File: src/rtl/requant_out.sv
// Requantization stage: per-row bias add, rounding right shift and saturation
// of accumulator results, behind a two-stage elastic valid/ready pipeline.
module requant_out #(
  parameter int DATA_WIDTH = 8,
  parameter int ACC_WIDTH  = 20,
  parameter int MAT_DIM    = 4,
  localparam int RW        = $clog2(MAT_DIM)
) (
  input  logic                  clk,
  input  logic                  rst_n,
  input  logic                  snk_vld,
  output logic                  snk_rdy,
  input  logic [ACC_WIDTH-1:0]  snk_data,
  output logic                  src_vld,
  input  logic                  src_rdy,
  output logic [DATA_WIDTH-1:0] src_data,
  output logic                  src_last,
  input  logic                  cfg_wr,
  input  logic [RW-1:0]         cfg_addr,
  input  logic [ACC_WIDTH-1:0]  cfg_bias,
  input  logic [4:0]            cfg_shift,
  output logic [7:0]            sat_cnt
);

  localparam int SW = ACC_WIDTH + 2;
  localparam logic [RW-1:0] LAST_ROW = RW'(MAT_DIM - 1);

  logic [ACC_WIDTH-1:0] bias [MAT_DIM];
  logic [RW-1:0]        row;
  logic                 a_vld;
  logic [SW-1:0]        a_sum;
  logic                 a_last;
  logic                 b_vld;

  logic                 b_adv;
  logic                 a_adv;
  logic                 snk_acc;
  logic [SW-1:0]        round_v;
  logic [SW-1:0]        sum_w;
  logic [SW-1:0]        q_w;
  logic                 sat_w;

  always_comb begin
    b_adv   = !b_vld || src_rdy;
    a_adv   = a_vld && b_adv;
    snk_rdy = !a_vld || b_adv;
    snk_acc = snk_vld && snk_rdy;

    round_v = '0;
    if (cfg_shift != 5'd0)
      round_v = SW'(1) << (cfg_shift - 5'd1);
    sum_w = SW'(snk_data) + SW'(bias[row]) + round_v;

    q_w   = a_sum >> cfg_shift;
    sat_w = |q_w[SW-1:DATA_WIDTH];
  end

  // Stage A, row tracking and bias table; bias is read before any same-cycle write lands.
  always_ff @(posedge clk or negedge rst_n) begin
    if (!rst_n) begin
      for (int unsigned i = 0; i < MAT_DIM; i++)
        bias[i] <= '0;
      row    <= '0;
      a_vld  <= 1'b0;
      a_sum  <= '0;
      a_last <= 1'b0;
    end else begin
      if (cfg_wr)
        bias[cfg_addr] <= cfg_bias;
      if (snk_acc) begin
        a_vld  <= 1'b1;
        a_sum  <= sum_w;
        a_last <= (row == LAST_ROW);
        row    <= (row == LAST_ROW) ? '0 : row + RW'(1);
      end else if (a_adv) begin
        a_vld <= 1'b0;
      end
    end
  end

  // Stage B holds the output beat; data and last only change when A moves in.
  always_ff @(posedge clk or negedge rst_n) begin
    if (!rst_n) begin
      b_vld    <= 1'b0;
      src_data <= '0;
      src_last <= 1'b0;
      sat_cnt  <= '0;
    end else if (b_adv) begin
      b_vld <= a_vld;
      if (a_vld) begin
        src_data <= sat_w ? '1 : q_w[DATA_WIDTH-1:0];
        src_last <= a_last;
        if (sat_w && sat_cnt != '1)
          sat_cnt <= sat_cnt + 8'd1;
      end
    end
  end

  assign src_vld = b_vld;

endmodule

File: config.mk
export PLATFORM = sky130hd
export DESIGN_NAME = requant_out
export DESIGN_NICKNAME = d
export VERILOG_FILES = /design/src/rtl/requant_out.sv
export SDC_FILE = /design/constraint.sdc
export NUM_CORES = 1
export LEC_CHECK = 0
export CORE_UTILIZATION = 30
export CTS_CLUSTER_DIAMETER = 100
export DETAILED_ROUTE_END_ITERATION = 8
export SLEW_MARGIN = 5
export SYNTH_ARGS = -nofsm -noshare
export SYNTH_HDL_FRONTEND = slang
export SYNTH_SLANG_ARGS = --single-unit
File: constraint.sdc
create_clock -name clk -period 4.8 [get_ports clk]
set_input_delay 1.44 -clock clk [delete_from_list [all_inputs] [get_ports clk]]
set_output_delay 1.44 -clock clk [all_outputs]
set_load 0.005 [all_outputs]
==> summary.txt <==
STA
  – Skew final: between 0.01 and 0.015 ns
  – Final setup margin: 0.1961 ns
  – TNS Setup: 0 ns
  – Final Setup Violations: 0
  – Final Hold Fails: 0
  – Measured slew at the worst slew-check pin: between 0.8 and 0.9 ns
  – RSZ-0062 raised after global routing: no
  – Period utilization: 95.91%
  – Max Slew Vio Count: 0
  – Fmax: between 0.2 and 0.25 GHz
  – Min Clock Period, post-route: 4.604 ns
  – Relative slew slack: 40.06%

Global route
  – First-pass GRT wire length: 31130 µm
  – Total track usage: around 15%
  – Largest net degree at the start of global routing: 64
  – Total grt overflow: 0
  – Vias in the first global route: 5751
  – Antenna violations before repair: 0

Run
  – Max cap viols: 0

Synth
  – Synthesized cell area: 7686 µm²
  – Netlist cell types: 63
  – Largest area contributor in the netlist: dfrtp_1
  – YS warnings: 0
  – Leading post-synthesis cells by cell area: dfrtp_1 40%, mux2_2 12%, mux4_2 9.1%
  – Post-Syn Area per Cell: 11.79 µm²
  – Yosys reg bits: 124
  – Most used DFF post-synth: dfrtp_1
  – Mapped Nets: ~750
  – Cells after Synth: roughly 650
  – Synth top area share: 40.37%
  – Sequential area share after synthesis: 40.37%
  – Ys async rst share: 100.0%
  – Post-synth EDFFs: 0

Finish
  – Layout cells sized above 1: 29.42%
  – NumNets Final: 874
  – Fin area: 9798 µm²
  – N_diodes: 0
  – Area grow syn2layout: 27.48%

Setup path
  – Worst path cell trace: clkdlybuf4s50_1 -> nand2b_1 -> nand2b_1 -> or3_1 -> fa_1 -> inv_1 -> ha_1 -> fa_2 -> a21oi_2 -> o21ai_1 -> a21oi_2 -> o211ai_1 -> a31oi_1 -> mux2_2
  – Crit path kind: input port to flip-flop
  – Slowest stage delay, CP: 0.51 ns
  – Req. time, crit path: 5.11 ns
  – Worst Setup Start Kind: input port
  – Worst EP arrival: 4.91 ns
  – CP endpoint kind: flip-flop
  – CP max stage cell: fa_1
  – Critical path peak fanout: 3

Placement
  – Pre-CTS setup slack: -0.3325 ns
  – Placement Cell Area: 9173 µm²
  – I/O Buffers: 70
  – RD Place Congestion: 0.8628
  – Final HPWL DP: 14040 µm

Clocking
  – Max H-tree Level: 4
  – Clk buf depth: 2
  – CTS tree: built
  – Cts hold-fix bufs: 0
  – Number of clock sinks: 124
  – Worst skew pair latency: 0.42 ns
  – TritonCTS Buffers: 17
  – Clk slew on worst S/H paths: 0.06 ns
  – Clock root buffer master: clkbuf_16

Floorplan
  – Full die area: ~26000 µm²
  – Initial Util: 30.52%
  – Top Ports: 71
  – Die W: 162.1 µm
  – Die H: 162.1 µm
  – Rows: between 50 and 60
  – Core outline area: about 25000 µm²

Route
  – DR iter-0 viols: 328
  – Drc violations: 0
  – Post-Route WL: 18750 µm
  – WL/cell: roughly 17 µm
  – Router iterations before antenna repair: 5
  – DR vias: 5546
  – Post-route ant nets: 0
  – Routed vias/inst: 4.943

Hold path
  – Min-delay worst type: flip-flop to flip-flop

Pwr
  – Power Density: 591.3 nW/µm²
  – Leakage power: between 0.004 and 0.005 µW
  – Total Power: 5794 µW
  – Peak supply drop: 0.2351 mV

Outcome
  – Status: complete, no violations
critical path: cells and delay by family:
family	cells	cell delay, ns
and+or+nand+nor	3	0.75
AOI/OAI and AO/OA	5	0.81
muxes	1	0.35
adders and majority gates	3	1.09
buffers and inverters	2	0.46
per-stage QoR:
stage	std cells	util [%]	hold slack [ns]
CTS	1122	38.90	0.4799
finish	1122	38.91	0.4724
global route	1122	38.91	0.4950
detailed placement	1090	36.43	0.4655
floorplan	652	-	0.4373
global placement	1090	36.43	0.4699
cells by family (layout without fill, tap and decap cells):
family | count (synthesis) | in the layout | synth area share [%]
flops | 124 | 124 | 40.37
simple gates | 168 | 168 | 10.32
xor+xnor | 20 | 20 | 2.279
compound gates | 112 | 112 | 9.490
fa+ha+maj | 43 | 43 | 9.051
mux | 138 | 138 | 25.44
buf+inv | 47 | 187 | 3.044
report_power, final:
| part | internal, µW | leakage, µW | switching (µW) | total [µW] |
|---|---|---|---|---|
| clock | 841 | 0.000300 | 511 | 1350 |
| combinational | 1530 | 0.00243 | 1330 | 2860 |
| sequential | 1320 | 0.00148 | 252 | 1580 |
layer usage:
metal / vias up / part of all wire, % / wire [µm] / global-route usage [%]
met3: 13 / 3.0 / 561 / 3.396
li1: 2672 / - / - / -
met5: - / 0 / 0 / 0
met1: 2764 / 50 / 9407 / 21.66
met4: 0 / 0.73 / 136 / 3.216
met2: 97 / 46 / 8645 / 24.17
cells in the final DEF, fill, tap and decap left out, drive strengths merged, types with 4 or more instances in the layout:
cell type | synthesis | routed
nand4 | 9 | 9
mux4 | 36 | 36
clkinv | 1 | 5
nor2 | 42 | 42
mux2i | 18 | 18
clkbuf | 24 | 18
inv | 13 | 18
nand3 | 11 | 11
xor2 | 13 | 13
or4 | 4 | 4
buf | 8 | 72
o21ai | 31 | 31
a31oi | 10 | 10
nand3b | 4 | 4
dfrtp | 124 | 124
xnor2 | 7 | 7
fa | 21 | 21
nor3 | 10 | 10
mux2 | 84 | 84
ha | 22 | 22
clkdlybuf4s50 | 1 | 69
a21o | 11 | 11
nand2b | 10 | 10
a21oi | 25 | 25
nand2 | 62 | 62
o211ai | 6 | 6
final timing paths:
path,start,to,slack [ns],depth (start not counted)
worst min-delay path,src_last,src_last,0.47,2
worst min register to register,src_last,src_last,0.47,2
min in group asynchronous,rst_n,a_sum[5],1.12,1
worst max-delay path,cfg_shift[0],a_sum[19],0.20,14
max in group asynchronous,rst_n,bias[19],2.82,2
worst max register to register,row[0],a_sum[19],0.93,9
cells in the mapped netlist, drive strengths merged (2+ instances only):
cell type  count
xnor2          7
o22a           2
or2            2
nand4          9
nor3          10
a2111oi        3
a21o          11
and2           2
mux4          36
o31ai          2
a31oi         10
o21a           3
o21ai         31
mux2          84
dfrtp        124
nor3b          2
nor2b          2
nand2b        10
nand3         11
fa            21
nand3b         4
ha            22
and3           3
clkbuf        24
a21oi         25
or2b           2
inv           13
xor2          13
nand2         62
o221a          2
o211ai         6
buf            8
a211oi         2
a211o          2
o211a          2
mux2i         18
or4            4
nor2          42
o21bai         2
area by class of cell:
cell class | instances | area (µm²)
inverters | 14 | 52.55
clock inverters | 14 | 182.7
well taps | 330 | 412.9
fillers | 2425 | 15380
flip-flops and latches | 124 | 3103
clock buffers | 18 | 439.2
multi-input cells | 481 | 4364
repair buffers | 141 | 1244
what timing repair did:
action                     4_1_cts  5_1_grt
hold endpoints to repair         0        0
setup endpoints to repair        0        1
buffers inserted                 0        0
gates resized for setup          0        2
state kept, by name, indices dropped and copies added, names as in the netlist:
name and cells:
a_last 1, src_last 1, a_vld 1, src_data 8, row 2, sat_cnt 8, src_vld 1, a_sum 22
bias 80
(Power assumes the default switching activity.)
